===== src/rtl/clarvi_arb_pkg.sv =====
// Purpose: shared types and constants for the clarvi memory arbiter.
// Latency: n/a (types, constants and a width helper only).
// Backpressure: n/a.
package clarvi_arb_pkg;

  // Issuer of a transfer; also the payload of the response-routing FIFO.
  typedef enum logic {
    SRC_MAIN  = 1'b0,
    SRC_INSTR = 1'b1
  } src_t;

  // Width of the anti-starvation counter.
  localparam int STARVE_W = 8;

  // Pointer width for a power-of-two FIFO; never narrower than one bit.
  function automatic int fifo_ptr_w(input int depth);
    return (depth <= 2) ? 1 : $clog2(depth);
  endfunction

endpackage


===== src/rtl/clarvi_arb_tag_fifo.sv =====
// Purpose: in-order FIFO of source tags, one per outstanding memory read.
// Latency: push visible at dout the cycle after; dout is the head, read combinationally.
// Backpressure: full/empty flags; push at full only lands when a pop happens the same cycle.
//
// Ports: clock/reset (sync, active-high), push/din write side,
//        pop/dout read side, full/empty status.
module clarvi_arb_tag_fifo
  import clarvi_arb_pkg::*;
#(
  parameter int DEPTH = 4
) (
  input  logic clock,
  input  logic reset,
  input  logic push,
  input  logic pop,
  input  src_t din,
  output src_t dout,
  output logic full,
  output logic empty
);

  localparam int PW = fifo_ptr_w(DEPTH);
  localparam logic [PW:0] FULL_CNT = (PW+1)'(DEPTH);

  logic [PW-1:0] wr_ptr_q, wr_ptr_d;
  logic [PW-1:0] rd_ptr_q, rd_ptr_d;
  logic [PW:0]   count_q, count_d;
  src_t          mem_q [DEPTH];
  src_t          mem_d [DEPTH];
  logic          do_push, do_pop;

  always_comb begin
    empty    = (count_q == '0);
    full     = (count_q == FULL_CNT);
    dout     = mem_q[rd_ptr_q];
    // Pop at empty is ignored; push at full needs a same-cycle pop.
    do_pop   = pop & ~empty;
    do_push  = push & (~full | do_pop);
    wr_ptr_d = wr_ptr_q;
    rd_ptr_d = rd_ptr_q;
    mem_d    = mem_q;
    if (do_push) begin
      mem_d[wr_ptr_q] = din;
      wr_ptr_d        = wr_ptr_q + PW'(1);
    end
    if (do_pop) begin
      rd_ptr_d = rd_ptr_q + PW'(1);
    end
    count_d = count_q + (PW+1)'(do_push) - (PW+1)'(do_pop);
  end

  always_ff @(posedge clock) begin
    if (reset) begin
      wr_ptr_q <= '0;
      rd_ptr_q <= '0;
      count_q  <= '0;
    end else begin
      wr_ptr_q <= wr_ptr_d;
      rd_ptr_q <= rd_ptr_d;
      count_q  <= count_d;
    end
  end

  // Storage needs no reset: entries are only read once counted valid.
  always_ff @(posedge clock) begin
    mem_q <= mem_d;
  end

endmodule


===== src/rtl/clarvi_mem_arbiter.sv =====
// Purpose: shares one 16-bit Avalon-MM slave between clarvi's data (main) and instruction ports.
// Latency: zero added cycles on requests (combinational grant); responses routed the same cycle.
// Backpressure: loser and blocked winner see waitrequest=1; reads stall while the tag FIFO is full.
//
// Ports: clock/reset (sync, active-high); avs_main_* data-port slave;
//        avs_instr_* fetch-port slave (read-only); avm_mem_* master to memory;
//        err_spurious sticky flag for a response with no outstanding read.
module clarvi_mem_arbiter
  import clarvi_arb_pkg::*;
#(
  parameter int ADDR_WIDTH   = 14,
  parameter int MAX_PENDING  = 4,
  parameter int STARVE_LIMIT = 4
) (
  input  logic                  clock,
  input  logic                  reset,
  input  logic [ADDR_WIDTH-1:0] avs_main_address,
  input  logic [1:0]            avs_main_byteenable,
  input  logic                  avs_main_read,
  input  logic                  avs_main_write,
  input  logic [15:0]           avs_main_writedata,
  output logic [15:0]           avs_main_readdata,
  output logic                  avs_main_waitrequest,
  output logic                  avs_main_readdatavalid,
  input  logic [ADDR_WIDTH-1:0] avs_instr_address,
  input  logic                  avs_instr_read,
  output logic [15:0]           avs_instr_readdata,
  output logic                  avs_instr_waitrequest,
  output logic                  avs_instr_readdatavalid,
  output logic [ADDR_WIDTH-1:0] avm_mem_address,
  output logic [1:0]            avm_mem_byteenable,
  output logic                  avm_mem_read,
  output logic                  avm_mem_write,
  output logic [15:0]           avm_mem_writedata,
  input  logic [15:0]           avm_mem_readdata,
  input  logic                  avm_mem_waitrequest,
  input  logic                  avm_mem_readdatavalid,
  output logic                  err_spurious
);

  localparam logic [STARVE_W-1:0] LIMIT = STARVE_W'(STARVE_LIMIT);

  logic                lock_q, lock_d;
  src_t                lock_id_q, lock_id_d;
  logic [STARVE_W-1:0] starve_cnt_q, starve_cnt_d;
  logic                err_q, err_d;

  logic req_m, req_i;
  logic gnt_vld;
  src_t gnt_id;
  logic win_read, win_write, win_active;
  logic block, issue, accept;
  logic fifo_push, fifo_pop, fifo_full, fifo_empty;
  src_t fifo_dout;

  clarvi_arb_tag_fifo #(
    .DEPTH (MAX_PENDING)
  ) u_tag_fifo (
    .clock (clock),
    .reset (reset),
    .push  (fifo_push),
    .pop   (fifo_pop),
    .din   (gnt_id),
    .dout  (fifo_dout),
    .full  (fifo_full),
    .empty (fifo_empty)
  );

  // Arbitration, bus mux and handshake.
  always_comb begin
    req_m   = avs_main_read | avs_main_write;
    req_i   = avs_instr_read;
    gnt_vld = 1'b0;
    gnt_id  = SRC_MAIN;
    if (lock_q) begin
      gnt_vld = 1'b1;
      gnt_id  = lock_id_q;
    end else if (req_m && req_i) begin
      gnt_vld = 1'b1;
      gnt_id  = (starve_cnt_q == LIMIT) ? SRC_INSTR : SRC_MAIN;
    end else if (req_m) begin
      gnt_vld = 1'b1;
      gnt_id  = SRC_MAIN;
    end else if (req_i) begin
      gnt_vld = 1'b1;
      gnt_id  = SRC_INSTR;
    end

    win_read   = gnt_vld & ((gnt_id == SRC_MAIN) ? avs_main_read : avs_instr_read);
    win_write  = gnt_vld & (gnt_id == SRC_MAIN) & avs_main_write;
    win_active = win_read | win_write;

    // A read with nowhere to park its tag must not reach the memory, or the
    // slave would accept it while the requester is told to wait.
    block  = win_read & fifo_full & ~avm_mem_readdatavalid;
    issue  = ~reset & ~block & win_active;
    accept = issue & ~avm_mem_waitrequest;

    avm_mem_address    = (gnt_id == SRC_INSTR) ? avs_instr_address : avs_main_address;
    avm_mem_byteenable = (gnt_id == SRC_INSTR) ? 2'b11 : avs_main_byteenable;
    avm_mem_read       = issue & win_read;
    avm_mem_write      = issue & win_write;
    avm_mem_writedata  = avs_main_writedata;

    if (reset) begin
      avs_main_waitrequest  = 1'b1;
      avs_instr_waitrequest = 1'b1;
    end else begin
      avs_main_waitrequest  = (gnt_vld && gnt_id == SRC_MAIN)
                              ? (avm_mem_waitrequest | block) : req_m;
      avs_instr_waitrequest = (gnt_vld && gnt_id == SRC_INSTR)
                              ? (avm_mem_waitrequest | block) : req_i;
    end

    fifo_push = accept & win_read;
    fifo_pop  = ~reset & avm_mem_readdatavalid & ~fifo_empty;

    avs_main_readdata       = avm_mem_readdata;
    avs_instr_readdata      = avm_mem_readdata;
    avs_main_readdatavalid  = fifo_pop & (fifo_dout == SRC_MAIN);
    avs_instr_readdatavalid = fifo_pop & (fifo_dout == SRC_INSTR);
  end

  // Next-state for lock, starvation counter and error flag.
  always_comb begin
    // Keyed on an active request so a requester that (illegally) drops
    // mid-stall cannot leave the grant locked forever.
    lock_d    = win_active & ~accept;
    lock_id_d = lock_d ? gnt_id : lock_id_q;

    starve_cnt_d = starve_cnt_q;
    if (!req_i || (accept && gnt_id == SRC_INSTR)) begin
      starve_cnt_d = '0;
    end else if (win_active && gnt_id == SRC_MAIN && starve_cnt_q != LIMIT) begin
      starve_cnt_d = starve_cnt_q + STARVE_W'(1);
    end

    err_d = err_q | (avm_mem_readdatavalid & fifo_empty);
  end

  always_ff @(posedge clock) begin
    if (reset) begin
      lock_q       <= 1'b0;
      lock_id_q    <= SRC_MAIN;
      starve_cnt_q <= '0;
      err_q        <= 1'b0;
    end else begin
      lock_q       <= lock_d;
      lock_id_q    <= lock_id_d;
      starve_cnt_q <= starve_cnt_d;
      err_q        <= err_d;
    end
  end

  assign err_spurious = err_q;

endmodule


===== config.mk =====
export PLATFORM = sky130hd
export DESIGN_NAME = clarvi_mem_arbiter
export DESIGN_NICKNAME = d
export VERILOG_FILES = /design/src/rtl/clarvi_arb_pkg.sv /design/src/rtl/clarvi_arb_tag_fifo.sv /design/src/rtl/clarvi_mem_arbiter.sv
export SDC_FILE = /design/constraint.sdc
export NUM_CORES = 1
export LEC_CHECK = 0
export CORE_UTILIZATION = 38
export CTS_CLUSTER_DIAMETER = 80
export CTS_CLUSTER_SIZE = 40
export DETAILED_ROUTE_END_ITERATION = 16
export GPL_TIMING_DRIVEN = 0
export HOLD_SLACK_MARGIN = 0.1
export PLACE_DENSITY = 0.95
export SLEW_MARGIN = 20
export SYNTH_ARGS = -nofsm -noshare
export SYNTH_HDL_FRONTEND = slang
export SYNTH_HIERARCHICAL = 1
export SYNTH_SLANG_ARGS = --single-unit

===== constraint.sdc =====
create_clock -name clock -period 8.1 [get_ports clock]
set_input_delay 1.62 -clock clock [delete_from_list [all_inputs] [get_ports clock]]
set_output_delay 1.62 -clock clock [all_outputs]
set_load 0.01 [all_outputs]

# [After elaboration in Yosys (flattened, before gate mapping)]
# Index checks and enable logic that the tools add are counted.
# W data, S select, Z words.
[classes] addsub=5 magnitude_cmp=3 n_eq_ne=3 n_mux=21 n_bitwise=35 n_reduce_logical=11
[ops] op="$and A1 B1 Y1" count=19
[ops] op="$mux W1" count=16
[ops] op="$mux W14" count=1
[ops] op="$not A1 Y1" count=9
[ops] op="$add A8 B1 Y8 const B" count=1
[ops] op="$eq A8 B3 Y1 const B" count=1
[ops] op="$ne A8 B3 Y1 const B" count=1
[ops] op="$logic_and A1 B1 Y1" count=7
[ops] op="$ge A3 B3 Y1 const B" count=2
[ops] op="$not A2 Y3" count=2
[ops] op="$or A1 B1 Y1" count=5
[ops] op="$add A2 B1 Y2 const B" count=2
[ops] op="$bwmux W4" count=1
[ops] op="$add A3 B1 Y3" count=1
[ops] op="$eq A3 B3 Y1 const B" count=1
[ops] op="$logic_not A3 Y1" count=1
[ops] op="$lt A3 B1 Y1 const B" count=1
[ops] op="$sub A3 B1 Y3" count=1
[ops] op="$bmux W1 S2" count=1
[ops] op="$demux W1 S2" count=1
[ops] op="$mux W2" count=1
[ops] op="$reduce_or A2 Y1" count=1
[ops] op="$logic_not A1 Y1" count=1
[ops] op="$logic_or A1 B1 Y1" count=1
[word_totals] regBits=22 input_bits=69 out_inout_bits=71 wordCells=89

# [Longest topological paths before layout]
[logic_depth] depth_word=16 ltp_mapped=14

# [Modules after synthesis]
# The synthesis kept the hierarchy.
[modules_own_cells] module="clarvi_mem_arbiter" n_inst=1 cells_each=155 area_each_um2=1352.5
[modules_own_cells] module="clarvi_arb_tag_fifo" n_inst=1 cells_each=49 area_each_um2=598.1

# [Least setup slack after synthesis]
# No wires, ideal clock.
[synth_path] path_kind="input-to-output" start="input avs_main_read" end="output avm_mem_address[0]" arrival_time_ns=2.771 required_ns=6.480 setup_slack_ns=3.709 path_stages=5 path_buffers=1 path_cell_list="nor2_1 > a211oi_4 > nor2_2 > buf_6 > mux2_4"
[synth_via] elab_chain_cells=5
[synth_rtl] element="from (decl)" line="clarvi_mem_arbiter.sv:19" rtl="input logic avs_main_read,"
[synth_rtl] element="$or A1 B1 Y1 (*)" line="clarvi_mem_arbiter.sv:71" rtl="req_m = avs_main_read | avs_main_write;"
[synth_rtl] element="$mux W1 or $logic_and A1 B1 Y1 (tied branches)" line="clarvi_mem_arbiter.sv:81, clarvi_mem_arbiter.sv:78"
[synth_rtl] element="$mux W1 (*)" line="clarvi_mem_arbiter.sv:78" rtl="end else if (req_m && req_i) begin"
[synth_rtl] element="$mux W1 (*)" line="clarvi_mem_arbiter.sv:75" rtl="if (lock_q) begin"
[synth_rtl] element="$mux W14 (*)" line="clarvi_mem_arbiter.sv:99" rtl="avm_mem_address = (gnt_id == SRC_INSTR) ? avs_instr_address : avs_main_address;"
[synth_rtl] element="to (decl)" line="clarvi_mem_arbiter.sv:30" rtl="output logic [ADDR_WIDTH-1:0] avm_mem_address,"
# Every way passes the cells marked *; elsewhere a longest branch is shown, timed or not.

# [Final worst setup path]
[layout_path] start="input avs_main_read" end="output avs_main_waitrequest"
[layout_via] elab_chain_cells=11
[layout_rtl] element="$or A1 B1 Y1 (*)" line="clarvi_mem_arbiter.sv:71"
[layout_rtl] element="$mux W1 or $logic_and A1 B1 Y1 (tied branches)" line="clarvi_mem_arbiter.sv:81, clarvi_mem_arbiter.sv:78"
[layout_rtl] element="$mux W1 (*)" line="clarvi_mem_arbiter.sv:78"
[layout_rtl] element="$mux W1 (*)" line="clarvi_mem_arbiter.sv:75"
[layout_rtl] element="via gnt_id" line="clarvi_mem_arbiter.sv:50" rtl="src_t gnt_id;"
[layout_rtl] element="$mux W1" line="clarvi_mem_arbiter.sv:89" rtl="win_read = gnt_vld & ((gnt_id == SRC_MAIN) ? avs_main_read : avs_instr_read);"
[layout_rtl] element="$and A1 B1 Y1" line="clarvi_mem_arbiter.sv:89"
[layout_rtl] element="$and A1 B1 Y1 (2 in series)" line="clarvi_mem_arbiter.sv:95" rtl="block = win_read & fifo_full & ~avm_mem_readdatavalid;"
[layout_rtl] element="$or A1 B1 Y1" line="clarvi_mem_arbiter.sv:110" rtl="? (avm_mem_waitrequest | block) : req_m;"
[layout_rtl] element="$mux W1 (*)" line="clarvi_mem_arbiter.sv:110"
[layout_rtl] element="$mux W1 (*)" line="clarvi_mem_arbiter.sv:105" rtl="if (reset) begin"
[layout_rtl] element="to (decl)" line="clarvi_mem_arbiter.sv:23" rtl="output logic avs_main_waitrequest,"
# Mark *: on every way through the listed nets, which the timed path passes. The rest lies on a longest branch.

==> tab_implementation.tex <==
\begin{tabular}{lr}
\hline
Metric & Value \\
\hline
\multicolumn{2}{l}{\textbf{STA}} \\
Setup repair after global routing missed its margin & false \\
Final cycle utilization of the critical path & 0.694 \\
Final count of pins violating max slew & 0 \\
Final hold slack & 489 ps \\
Clock skew after layout & 1.68 ps \\
Measured slew at the worst slew-check pin & 633 ps \\
Max Freq & 178 MHz \\
Post-Route Setup TNS & 0 ps \\
Number of failing hold endpoints at the final stage & 0 \\
Period minus WS final & 5620 ps \\
Headroom to the max-slew limit & 0.577 \\
Setup violation total in the final timing report & 0 \\
\multicolumn{2}{l}{\textbf{Finish}} \\
Final Core Density & 0.652 \\
Total area of sequential cells & 480 um2 \\
Antenna diode count & 0 \\
Area of the multi-input gates & 1040 um2 \\
Net count reported at finish & 392 \\
Number of filler cells placed in the layout & 418 \\
Layout area overhead & 61.0\% \\
Fraction of final layout cells sized beyond drive strength 1 & 0.274 \\
Fin area & 3140 um2 \\
\multicolumn{2}{l}{\textbf{Synth}} \\
Syn Inst Count & 204 \\
Post-synthesis share of cell area spent on xor and xnor gates & 0.0494 \\
Fraction of post-synthesis cell area in the top cell type by area & 0.185 \\
Largest family of logic cells by synthesized area & buffers and inverters \\
Synth Area in Simple Gates & 0.203 \\
Most numerous cell in the Yosys netlist & sky130\_fd\_sc\_hd\_\_buf\_4 \\
Ranking of synthesized cells by area & sky130\_fd\_sc\_hd\_\_dfxtp\_1 (18\%), sky130\_fd\_sc\_hd\_\_buf\_4 (18\%), sky130\_fd\_sc\_hd\_\_mux2\_4 (11\%) \\
Number of storage elements in the synthesis netlist & 22 \\
Ys flop type & sky130\_fd\_sc\_hd\_\_dfxtp\_1 \\
Post-synthesis compound-gate area fraction & 0.0892 \\
Part of the Yosys area used for sequential elements & 0.246 \\
Post-synthesis cell type count & 51 \\
Commonest cells in the synthesized netlist & sky130\_fd\_sc\_hd\_\_buf\_4 (48), sky130\_fd\_sc\_hd\_\_nor2\_1 (22), sky130\_fd\_sc\_hd\_\_dfxtp\_1 (18) \\
Fraction of registers with async set/reset & 0 \\
Post-synth EDFFs & 4 \\
Synthesized-area fraction occupied by adder cells & 0.0552 \\
Yosys warnings & 6 \\
Multiplexer area fraction after synthesis & 0.135 \\
Number of nets produced by synthesis & 281 \\
Dominant cell type by area after synthesis & sky130\_fd\_sc\_hd\_\_dfxtp\_1 \\
Mapped Area & 1950 um2 \\
Average footprint of a synthesized cell & 9.56 um2 \\
\multicolumn{2}{l}{\textbf{Global routing}} \\
Overall global routing resource usage & 0.170 \\
Wire length of the first global-routing pass & 7170 um \\
Total congestion overflow & 0 \\
Number of global-route vias before repair & 1660 \\
Antenna violations before repair & 0 \\
Maximum number of pins on one net before global-route repair & 14 \\
\multicolumn{2}{l}{\textbf{Clock tree}} \\
Sink Count & 22 \\
Total number of H-tree levels & 1 \\
Clock tree from TritonCTS & built \\
Hold buffer count at cts & 0 \\
CTS Buffer Depth & 2 \\
Post\_cts resized & 0 \\
Clock slew at reported path FFs & 70 ps \\
TritonCTS Buffers & 3 \\
Post-CTS setup-driven buffer insertion count & 0 \\
Root buffer cell & sky130\_fd\_sc\_hd\_\_clkbuf\_8 \\
Later-pin clock latency in the skew report & 260 ps \\
\multicolumn{2}{l}{\textbf{Critical path}} \\
Crit. End Element & output pin \\
Worst Setup Start Kind & input port \\
Register-to-Register Path Depth & 13 \\
Data arrival time of the critical path & 4000 ps \\
Setup Crit Path Kind & input port to output pin \\
WP data required & 6480 ps \\
Top fanout value on the critical path & 13 \\
\multicolumn{2}{l}{\textbf{Floorplan}} \\
Width of the die & 73.6 um \\
Floorplan Core Area & 4820 um2 \\
Placement Rows & 25 \\
Starting utilization of the core area & 0.405 \\
Floorplan die area & 5420 um2 \\
Vertical extent of the die & 73.6 um \\
Count of pins on the block boundary & 140 \\
\multicolumn{2}{l}{\textbf{Placed design}} \\
Post-DP Area & 3100 um2 \\
Number of port buffers & 106 \\
Final RePlAce weighted congestion & 0.858 \\
Detailed placement HPWL & 4060 um \\
\multicolumn{2}{l}{\textbf{Route}} \\
Detailed Route WL & 4920 um \\
Antenna-violating nets left & 0 \\
Overall via count from detail\_route & 1769 \\
Average via count per standard cell & 4.64 \\
Final routed wire length divided by cell count & 12.9 um \\
Drc violations & 0 \\
First-pass iteration count of the detailed router & 4 \\
Iteration-0 DRC count of the detailed router & 39 \\
\multicolumn{2}{l}{\textbf{Power}} \\
Maximum vdd ir drop & 0.124 mV \\
Static leakage & 1.29 nW \\
Power density normalized to cell area & 102 nW/um2 \\
\multicolumn{2}{l}{\textbf{Hold path}} \\
Type of the worst min-delay path & flip-flop to flip-flop \\
Worst Hold Depth & 2 \\
\multicolumn{2}{l}{\textbf{Status}} \\
Result of the run & complete, no violations \\
\multicolumn{2}{l}{\textbf{Flow run}} \\
Count of maximum capacitance violations & 0 \\
\hline
\end{tabular}
-- layer usage --
layer,GRT usage,share of wire,routed length (um)
met1,0.169,0.35,1720
met3,0.0343,0.067,328
met2,0.345,0.57,2810
met4,0.0556,0.013,65
met5,0,0,0
-- final timing paths --
kind / startpoint / end / slack [ps]
worst max-delay path: avs_main_read / avs_main_waitrequest / 2480
worst max register to register: u_tag_fifo/count_q[2] / u_tag_fifo/count_q[2] / 4920
worst min-delay path: err_spurious / err_spurious / 490
worst min register to register: err_spurious / err_spurious / 490
-- through the flow --
step | worst slack (ps) | power [mW] | std cells
6_report | 2480 | 0.320 | 381
5_1_grt | 2320 | 0.336 | 381
4_1_cts | 2480 | 0.322 | 381
3_5_place_dp | 2520 | 0.254 | 377
3_3_place_gp | 2510 | 0.251 | 377
2_1_floorplan | 3710 | 0.188 | 204
-- placed cells by master (no fill, tap or decap), types with 2 or more instances in the layout --
cell / netlist / final
sky130_fd_sc_hd__a21oi_1: 2 / 2
sky130_fd_sc_hd__clkbuf_1: 2 / 2
sky130_fd_sc_hd__ha_1: 7 / 7
sky130_fd_sc_hd__nor2_1: 22 / 22
sky130_fd_sc_hd__xor2_1: 5 / 5
sky130_fd_sc_hd__inv_1: 8 / 8
sky130_fd_sc_hd__dfxtp_1: 18 / 18
sky130_fd_sc_hd__mux2i_1: 2 / 2
sky130_fd_sc_hd__and2_1: 2 / 2
sky130_fd_sc_hd__nor3_1: 4 / 4
sky130_fd_sc_hd__buf_6: 3 / 3
sky130_fd_sc_hd__or2_1: 2 / 2
sky130_fd_sc_hd__nand2_1: 6 / 6
sky130_fd_sc_hd__a211oi_1: 2 / 2
sky130_fd_sc_hd__nand2b_1: 2 / 2
sky130_fd_sc_hd__xnor2_1: 6 / 6
sky130_fd_sc_hd__nor2b_1: 6 / 6
sky130_fd_sc_hd__edfxtp_1: 4 / 4
sky130_fd_sc_hd__nand3_1: 4 / 4
sky130_fd_sc_hd__clkdlybuf4s50_1: 0 / 106
sky130_fd_sc_hd__clkbuf_8: 0 / 3
sky130_fd_sc_hd__and2_2: 4 / 4
sky130_fd_sc_hd__and3_1: 2 / 2
sky130_fd_sc_hd__buf_4: 48 / 48
sky130_fd_sc_hd__nand4_1: 2 / 2
sky130_fd_sc_hd__mux2_4: 14 / 14
-- cell type report --
cell class	count	share of cell area
Clock inverter	1	0.00120
Multi-Input combinational cell	121	0.331
Clock buffer	3	0.0131
Buffer	53	0.128
Sequential cell	22	0.153
Tap cell	67	0.0267
Inverter	8	0.00956
Timing Repair Buffer	106	0.338
-- power by group --
| group | internal [mW] | switching (mW) |
|---|---|---|
| sequential | 0.115 | 0.00521 |
| clock | 0.0338 | 0.0343 |
| combinational | 0.0860 | 0.0455 |
| total | 0.235 | 0.0850 |
-- sequential cells by signal (all words and copies together) (netlist names) --
register             cells
u_tag_fifo/mem_q         4
u_tag_fifo/count_q       3
u_tag_fifo/rd_ptr_q      2
starve_cnt_q             8
err_spurious             1
lock_id_q                1
lock_q                   1
u_tag_fifo/wr_ptr_q      2
-- cells by family after synthesis --
| logic type | count (synthesis) |
|---|---|
| AND/OR/NAND/NOR | 67 |
| buffers and inverters | 61 |
| flip-flops | 22 |
| multiplexers | 18 |
| AO/OA/AOI/OAI | 17 |
| XOR/XNOR | 11 |
| adder cells (fa/ha/maj) | 8 |
-- critical path, cell delays in order --
cell and delay [ps]:
sky130_fd_sc_hd__clkdlybuf4s50_1 450, sky130_fd_sc_hd__nor2_1 490, sky130_fd_sc_hd__a211oi_4 120, sky130_fd_sc_hd__nor2_2 230, sky130_fd_sc_hd__buf_6 200, sky130_fd_sc_hd__nor2_1 50
sky130_fd_sc_hd__a32oi_1 230, sky130_fd_sc_hd__clkdlybuf4s50_1 600
(Power assumes the default switching activity.)
